[src/rtl/mul_arb_pkg.sv]
// Shared types and constants for the shared-multiplier arbiter.
// Holds the FSM state encoding and the default multiplier latency helper.
package mul_arb_pkg;

    typedef enum logic [1:0] {
        ST_IDLE  = 2'd0,
        ST_ISSUE = 2'd1,
        ST_WAIT  = 2'd2,
        ST_RESP  = 2'd3
    } mul_arb_state_t;

    // Default number of cycles from the start pulse until the product is valid.
    function automatic int mul_arb_default_latency(input int width);
        return 2 * width + 3;
    endfunction

endpackage

[src/rtl/mul_arb_pick.sv]
// Combinational request picker for mul_arbiter.
// Build option MUL_ARB_RR_EN: when defined, the search starts at rr_ptr and
// wraps (round-robin); when undefined, the lowest asserted index wins and
// rr_ptr is ignored.
module mul_arb_pick
    import mul_arb_pkg::*;
#(
    parameter int NREQ = 4,
    parameter int IDW  = $clog2(NREQ)
) (
    input  logic [NREQ-1:0] req_valid,
    input  logic [IDW-1:0]  rr_ptr,
    output logic [NREQ-1:0] grant_oh,
    output logic [IDW-1:0]  grant_idx,
    output logic            any_valid
);

`ifdef MUL_ARB_RR_EN
    int             sum_s;
    logic [IDW-1:0] idx_s;

    // Scan from rr_ptr upward with wrap-around; the first asserted request wins.
    always_comb begin
        grant_oh  = '0;
        grant_idx = '0;
        any_valid = 1'b0;
        sum_s     = 0;
        idx_s     = '0;
        for (int i = 0; i < NREQ; i++) begin
            sum_s = int'(rr_ptr) + i;
            idx_s = (sum_s >= NREQ) ? IDW'(sum_s - NREQ) : IDW'(sum_s);
            if (!any_valid && req_valid[idx_s]) begin
                any_valid        = 1'b1;
                grant_idx        = idx_s;
                grant_oh[idx_s]  = 1'b1;
            end else begin
                // an earlier position in the scan already won
            end
        end
    end
`else
    logic unused_rr_ptr_s;
    assign unused_rr_ptr_s = ^rr_ptr;

    // Scan downward so the lowest asserted index is the one left standing.
    always_comb begin
        grant_oh  = '0;
        grant_idx = '0;
        any_valid = 1'b0;
        for (int i = NREQ - 1; i >= 0; i--) begin
            if (req_valid[i]) begin
                any_valid   = 1'b1;
                grant_idx   = IDW'(i);
                grant_oh    = '0;
                grant_oh[i] = 1'b1;
            end else begin
                // keep the previous (higher-index) candidate
            end
        end
    end
`endif

endmodule

[src/rtl/mul_arbiter.sv]
// Shares one fixed-latency signed multiplier among NREQ requesters.
// One operation in flight: accept -> start pulse -> wait -> respond.
// Build option MUL_ARB_RR_EN selects round-robin arbitration (with an rr_ptr
// register); without it the picker is fixed-priority, lowest index first.
module mul_arbiter
    import mul_arb_pkg::*;
#(
    parameter int WIDTH       = 16,
    parameter int NREQ        = 4,
    parameter int MUL_LATENCY = mul_arb_default_latency(WIDTH)
) (
    input  logic                     clk,
    input  logic                     rst,
    input  logic [NREQ-1:0]          req_valid,
    output logic [NREQ-1:0]          req_ready,
    input  logic [NREQ*WIDTH-1:0]    req_a,
    input  logic [NREQ*WIDTH-1:0]    req_b,
    output logic [NREQ-1:0]          rsp_valid,
    input  logic [NREQ-1:0]          rsp_ready,
    output logic [2*WIDTH-1:0]       rsp_product,
    output logic                     busy,
    output logic [$clog2(NREQ)-1:0]  grant_id,
    output logic                     mul_start,
    output logic [WIDTH-1:0]         mul_multiplicand,
    output logic [WIDTH-1:0]         mul_multiplier,
    input  logic [WIDTH-1:0]         mul_product_h,
    input  logic [WIDTH-1:0]         mul_product_l
);

    localparam int IDW = $clog2(NREQ);
    localparam int CW  = $clog2(MUL_LATENCY + 1);

    mul_arb_state_t      state_q, state_d;
    logic [CW-1:0]       cnt_q, cnt_d;
    logic [IDW-1:0]      grant_q, grant_d;
    logic [WIDTH-1:0]    op_a_q, op_a_d;
    logic [WIDTH-1:0]    op_b_q, op_b_d;
    logic [2*WIDTH-1:0]  result_q, result_d;
    logic [NREQ-1:0]     rsp_valid_q, rsp_valid_d;
    logic                mul_start_q, mul_start_d;
    logic                busy_q, busy_d;

    logic [NREQ-1:0]     pick_oh_s;
    logic [IDW-1:0]      pick_idx_s;
    logic                pick_any_s;
    logic [IDW-1:0]      rr_ptr_s;

`ifdef MUL_ARB_RR_EN
    logic [IDW-1:0]      rr_ptr_q, rr_ptr_d;
    assign rr_ptr_s = rr_ptr_q;
`else
    assign rr_ptr_s = '0;
`endif

    mul_arb_pick #(
        .NREQ (NREQ),
        .IDW  (IDW)
    ) u_pick (
        .req_valid (req_valid),
        .rr_ptr    (rr_ptr_s),
        .grant_oh  (pick_oh_s),
        .grant_idx (pick_idx_s),
        .any_valid (pick_any_s)
    );

    // Accept is offered only while idle, so nothing is taken while a response is pending.
    assign req_ready        = (state_q == ST_IDLE && !rst) ? pick_oh_s : '0;
    assign rsp_valid        = rsp_valid_q;
    assign rsp_product      = result_q;
    assign busy             = busy_q;
    assign grant_id         = grant_q;
    assign mul_start        = mul_start_q;
    assign mul_multiplicand = op_a_q;
    assign mul_multiplier   = op_b_q;

    // Next-state and datapath computation for the accept/issue/wait/respond sequence.
    always_comb begin
        state_d  = state_q;
        cnt_d    = cnt_q;
        grant_d  = grant_q;
        op_a_d   = op_a_q;
        op_b_d   = op_b_q;
        result_d = result_q;
`ifdef MUL_ARB_RR_EN
        rr_ptr_d = rr_ptr_q;
`endif
        case (state_q)
            ST_IDLE: begin
                if (pick_any_s) begin
                    state_d = ST_ISSUE;
                    grant_d = pick_idx_s;
                    op_a_d  = req_a[pick_idx_s*WIDTH +: WIDTH];
                    op_b_d  = req_b[pick_idx_s*WIDTH +: WIDTH];
`ifdef MUL_ARB_RR_EN
                    rr_ptr_d = (int'(pick_idx_s) + 1 >= NREQ) ? '0 : pick_idx_s + IDW'(1);
`endif
                end else begin
                    state_d = ST_IDLE;
                end
            end
            ST_ISSUE: begin
                cnt_d   = CW'(MUL_LATENCY - 1);
                state_d = ST_WAIT;
            end
            ST_WAIT: begin
                if (cnt_q == '0) begin
                    result_d = {mul_product_h, mul_product_l};
                    state_d  = ST_RESP;
                end else begin
                    cnt_d = cnt_q - CW'(1);
                end
            end
            ST_RESP: begin
                if (rsp_ready[grant_q]) begin
                    state_d = ST_IDLE;
                end else begin
                    state_d = ST_RESP;
                end
            end
            default: begin
                state_d = ST_IDLE;
            end
        endcase

        // Status outputs are decoded from the next state so they leave a flop.
        mul_start_d = (state_d == ST_ISSUE);
        busy_d      = (state_d != ST_IDLE);
        rsp_valid_d = '0;
        if (state_d == ST_RESP) begin
            rsp_valid_d[grant_d] = 1'b1;
        end else begin
            rsp_valid_d = '0;
        end
    end

    // State and datapath registers; rst returns everything to idle at once.
    always_ff @(posedge clk or posedge rst) begin
        if (rst) begin
            state_q     <= ST_IDLE;
            cnt_q       <= '0;
            grant_q     <= '0;
            op_a_q      <= '0;
            op_b_q      <= '0;
            result_q    <= '0;
            rsp_valid_q <= '0;
            mul_start_q <= 1'b0;
            busy_q      <= 1'b0;
`ifdef MUL_ARB_RR_EN
            rr_ptr_q    <= '0;
`endif
        end else begin
            state_q     <= state_d;
            cnt_q       <= cnt_d;
            grant_q     <= grant_d;
            op_a_q      <= op_a_d;
            op_b_q      <= op_b_d;
            result_q    <= result_d;
            rsp_valid_q <= rsp_valid_d;
            mul_start_q <= mul_start_d;
            busy_q      <= busy_d;
`ifdef MUL_ARB_RR_EN
            rr_ptr_q    <= rr_ptr_d;
`endif
        end
    end

endmodule

[config.mk]
export PLATFORM = sky130hd
export DESIGN_NAME = mul_arbiter
export DESIGN_NICKNAME = d
export VERILOG_FILES = /design/src/rtl/mul_arb_pkg.sv /design/src/rtl/mul_arb_pick.sv /design/src/rtl/mul_arbiter.sv
export SDC_FILE = /design/constraint.sdc
export NUM_CORES = 1
export LEC_CHECK = 0
export BUFFER_PORTS_ARGS = -buffer_cell sky130_fd_sc_hd__clkbuf_2
export CAP_MARGIN = 25
export CELL_PAD_IN_SITES_DETAIL_PLACEMENT = 0
export CELL_PAD_IN_SITES_GLOBAL_PLACEMENT = 1
export CORE_MARGIN = 5
export CORE_UTILIZATION = 28
export CTS_CLUSTER_DIAMETER = 120
export CTS_CLUSTER_SIZE = 25
export DETAILED_ROUTE_END_ITERATION = 12
export PLACE_DENSITY = 0.8
export SYNTH_ARGS = -nofsm -noshare
export SYNTH_HDL_FRONTEND = slang
export SYNTH_SLANG_ARGS = --single-unit
export TNS_END_PERCENT = 5
[constraint.sdc]
create_clock -name clk -period 2.2 [get_ports clk]
set_input_delay 0 -clock clk [delete_from_list [all_inputs] [get_ports clk]]
set_output_delay 0 -clock clk [all_outputs]
set_load 0.03 [all_outputs]
==> metrics.cfg <==
[cts]
cts_buffer_depth = 2
clock_latency_late_sink_ns = 0.34
htree_levels = 3
tritoncts = done
clock_tree.root_cell = sky130_fd_sc_hd__clkbuf_16
clk_pin_slew_ns = 0.06
inserted_clock_buffers = 9
tritoncts_num_sinks = 80

[synth]
synth-adder-area-share_pct = 0.316
synth.mux.area_fraction_pct = 9.66
yosys.area_share.simple_pct = 14.5
yosys_register_bits = 80
synth_compound_area_share_pct = 20.5
synthesis.instances = 376
main_combinational_cell_family_by_area_after_synthesis = compound AO/OA/AOI/OAI gates
yosys_warnings = 0
synth_area_per_cell_um2 = 10.5
netlist_area_before_placement_mm2 = 0.00397
syn_nets = 547
post_synth_num_cell_types = 38
synth_xor_xnor_area_share_pct = 0
post_synthesis_sequential_area_ratio_pct = 50.5

[placement]
placedCellCount = 783
globalplace.congestion = 0.848
place.port_buffers = 245
half_perimeter_wire_length_after_placement_um = 10400

[worst_setup_path]
crit_required_ns = 2.42
worstPathCellList = inv_1, ha_4, nand2b_4, or4_4, nor3b_4, buf_4, buf_12, mux2_2
worstReg2RegStart = cnt_q[1]$_DFFE_PP0P_
worst-endpoint-arrival_ns = 2.35
worstSetupStartpoint = cnt_q[1]$_DFFE_PP0P_
cpPeakStageDelay_ns = 0.46
path_class = reg2reg
crit_path_start_kind = flip-flop
setup.reg_to_reg.worst_slack_ns = 0.07
crit_cells = 8
worst_path_max_delay_cell = sky130_fd_sc_hd__or4_4
crit_fanout = 16
cpLargestDelayFamily = simple AND/OR/NAND/NOR gates
critPathCapture = rsp_product[19]$_DFFE_PP0P_
worst-path-buf-inv = 3
timing.rr.end = rsp_product[19]$_DFFE_PP0P_
end_kind = flip-flop
reg2reg_depth = 8

[power]
power_density_mw_per_mm2 = 1280
p_leak_nw = 3.19
peakVddDrop_mv = 0.528

[outcome]
outcome = completed

[timing]
report.final.hold_viol_count = 0
finalSetupViolations = 0
slew_headroom_pct = 35.8
timing.final.crit_share_pct = 96.9
clock_skew_ns = 0.0127
post_route_minimum_period_ns = 2.13
tightest_slew_ns = 0.961
timing.hold.ws_ns = 0.00196
slew_violations = 0
fmaxAchievable_mhz = 469
grt_setup_unrepaired = true

[floorplan]
initial_utilization_pct = 28.6
die_y_um = 129
die_w_um = 129
fp.dieArea_mm2 = 0.0166
boundary_pin_count = 246
rows = 43
fp.coreArea_mm2 = 0.0139

[global_route]
wire_length_of_the_first_global_routing_pass_um = 22600
grt_pass1_vias = 4630
overflow = 0
global_route_total_usage_across_every_layer_pct = 17.3
antenna_found_initial = 1
largest_net_degree_at_the_start_of_global_routing = 80

[cells_and_area]
final_layout_size_suffix_gt1_share_pct = 45.9
areaGrowthSynthToFinish_pct = 66.3
fillCellCount = 1291
antenna_cells_inserted = 0
instances_no_fill = 883
fin_nets = 869
final_util_pct = 47.5

[hold_path]
hold_path.class = in2reg

[routing]
viasPerCell = 5.00
wl_per_cell_um = 17.0
postRouteWirelength_um = 15000
detail_route.iter0.violations = 188
drt_first_pass_iters = 5
routed-via-count = 4416
ant_nets = 0
drt_drc_violations_left = 0

[job]
cap_violations = 0

-- worst min path at each step --
stage	from	endpoint	slack (ns)	depth (start not counted)
4_1_cts	req_a[42]	mul_multiplicand[10]$_DFFE_PP0P_	0.0008	3
5_1_grt	req_a[42]	mul_multiplicand[10]$_DFFE_PP0P_	0.01	3
3_5_place_dp	rst	mul_multiplicand[9]$_DFFE_PP0P_	-0.09	2
3_3_place_gp	rst	mul_multiplicand[9]$_DFFE_PP0P_	-0.09	2
2_1_floorplan	mul_product_l[0]	rsp_product[0]$_DFFE_PP0P_	0.15	1
6_report	req_a[46]	mul_multiplicand[14]$_DFFE_PP0P_	0.002	3
-- what timing repair did --
action,4_1_cts,5_1_grt
endpoints found under the setup margin,0,44
gates resized for setup,0,7
hold buffers,80,0
endpoints found under the hold margin,141,0
buffers inserted,0,2
-- kinds of logic (layout without fill, tap and decap cells) --
| kind of cell | count (synthesis) | in the layout |
|---|---|---|
| buffers and inverters | 40 | 367 |
| AOI/OAI and AO/OA | 115 | 115 |
| DFF | 80 | 80 |
| and+or+nand+nor | 107 | 107 |
| muxes | 33 | 33 |
| adders and majority gates | 1 | 1 |
-- tightest hold or removal path, cell delays in order --
cell and delay, ns:
sky130_fd_sc_hd__clkbuf_2 0.08, sky130_fd_sc_hd__o221ai_1 0.14, sky130_fd_sc_hd__o21ai_0 0.08
-- metal layers --
metal | share of wire (%) | vias up | track usage, %
met5 | 0.047 | - | 0
met4 | 2.1 | 2 | 7.97
met3 | 8.1 | 25 | 4.61
met2 | 49 | 221 | 29.5
met1 | 40 | 2088 | 20.4
li1 | - | 2080 | -
-- cells in the final DEF (no fill, tap or decap), types with 2 or more instances in the layout --
cell / Yosys / layout
sky130_fd_sc_hd__nor2_1: 11 / 11
sky130_fd_sc_hd__buf_12: 0 / 2
sky130_fd_sc_hd__clkbuf_16: 0 / 10
sky130_fd_sc_hd__o221ai_1: 33 / 33
sky130_fd_sc_hd__o31ai_1: 33 / 33
sky130_fd_sc_hd__or3_1: 34 / 34
sky130_fd_sc_hd__nand2b_1: 3 / 3
sky130_fd_sc_hd__nor4_1: 2 / 2
sky130_fd_sc_hd__clkinv_4: 0 / 2
sky130_fd_sc_hd__a31oi_1: 4 / 4
sky130_fd_sc_hd__nand2_1: 37 / 37
sky130_fd_sc_hd__clkinvlp_4: 0 / 2
sky130_fd_sc_hd__inv_1: 5 / 3
sky130_fd_sc_hd__nor2b_1: 2 / 2
sky130_fd_sc_hd__nor3_1: 5 / 4
sky130_fd_sc_hd__or2_2: 2 / 2
sky130_fd_sc_hd__nor3b_1: 3 / 3
sky130_fd_sc_hd__dlygate4sd3_1: 0 / 80
sky130_fd_sc_hd__o21ai_1: 0 / 2
sky130_fd_sc_hd__and3_1: 2 / 2
sky130_fd_sc_hd__dfrtp_1: 80 / 80
sky130_fd_sc_hd__clkbuf_2: 0 / 245
sky130_fd_sc_hd__buf_4: 0 / 15
sky130_fd_sc_hd__o21ai_0: 36 / 34
sky130_fd_sc_hd__o22a_1: 2 / 2
sky130_fd_sc_hd__mux2_2: 32 / 32
-- sequential cells by signal, indices dropped and copies added, names as in the netlist --
name,cells
rsp_product,32
mul_multiplicand,16
mul_multiplier,16
cnt_q,6
rsp_valid,4
grant_id,2
state_q,2
busy,1
mul_start,1
-- synthesized netlist by cell type --
master / instances / area, um^2
sky130_fd_sc_hd__dfrtp_1: 80 / 2000
sky130_fd_sc_hd__nand2_1: 37 / 139
sky130_fd_sc_hd__o21ai_0: 36 / 180
sky130_fd_sc_hd__or3_1: 34 / 213
sky130_fd_sc_hd__o221ai_1: 33 / 289
sky130_fd_sc_hd__o31ai_1: 33 / 248
sky130_fd_sc_hd__mux2_2: 32 / 360
sky130_fd_sc_hd__clkbuf_1: 25 / 93.8
sky130_fd_sc_hd__nor2_1: 11 / 41.3
sky130_fd_sc_hd__buf_2: 5 / 25.0
sky130_fd_sc_hd__inv_1: 5 / 18.8
sky130_fd_sc_hd__nor3_1: 5 / 25.0
sky130_fd_sc_hd__a31oi_1: 4 / 25.0
sky130_fd_sc_hd__buf_6: 3 / 33.8
sky130_fd_sc_hd__nand2b_1: 3 / 18.8
sky130_fd_sc_hd__nor3b_1: 3 / 22.5
sky130_fd_sc_hd__and3_1: 2 / 12.5
sky130_fd_sc_hd__nor2b_1: 2 / 12.5
sky130_fd_sc_hd__nor4_1: 2 / 12.5
sky130_fd_sc_hd__o22a_1: 2 / 17.5
sky130_fd_sc_hd__or2_2: 2 / 12.5
sky130_fd_sc_hd__a21o_1: 1 / 7.51
sky130_fd_sc_hd__a21oi_1: 1 / 5.00
sky130_fd_sc_hd__a221oi_1: 1 / 8.76
sky130_fd_sc_hd__a41oi_1: 1 / 8.76
sky130_fd_sc_hd__and3b_1: 1 / 8.76
sky130_fd_sc_hd__buf_1: 1 / 3.75
sky130_fd_sc_hd__clkinv_1: 1 / 3.75
sky130_fd_sc_hd__ha_1: 1 / 12.5
sky130_fd_sc_hd__mux4_2: 1 / 22.5
sky130_fd_sc_hd__nand2b_4: 1 / 13.8
sky130_fd_sc_hd__nand3_1: 1 / 5.00
sky130_fd_sc_hd__nor3b_4: 1 / 18.8
sky130_fd_sc_hd__o211ai_1: 1 / 7.51
sky130_fd_sc_hd__o2bb2ai_1: 1 / 8.76
sky130_fd_sc_hd__o311ai_0: 1 / 8.76
sky130_fd_sc_hd__or4_1: 1 / 7.51
sky130_fd_sc_hd__or4_4: 1 / 11.3
-- per-stage QoR --
step	power (mW)	worst slack, ns	instance area (um^2)	setup TNS, ns
final	8.43	0.0687	6600	0
after global routing	8.97	-0.0138	6600	-0.0694
after CTS	8.45	0.00312	6520	0
after detailed placement	6.56	0.0334	5430	0
after global placement	6.49	0.0923	5430	0
after floorplan	5.20	0.0736	3970	0
-- cell type report --
cell class,count,area [um^2],area share (%)
timing repair buffer,345,2230,33.8
sequential,80,2000,30.4
multi-input combinational,256,1810,27.5
clock buffer,10,229,3.47
tap,180,225,3.41
clock inverter,6,68.8,1.04
inverter,6,26.3,0.398
-- report_power, final --
group	internal (mW)	leakage (nW)	switching (mW)
logic	1.65	2.06	2.65
registers	2.20	0.988	0.425
clock network	0.885	0.143	0.628
Power figures use the tool's default switching activity.
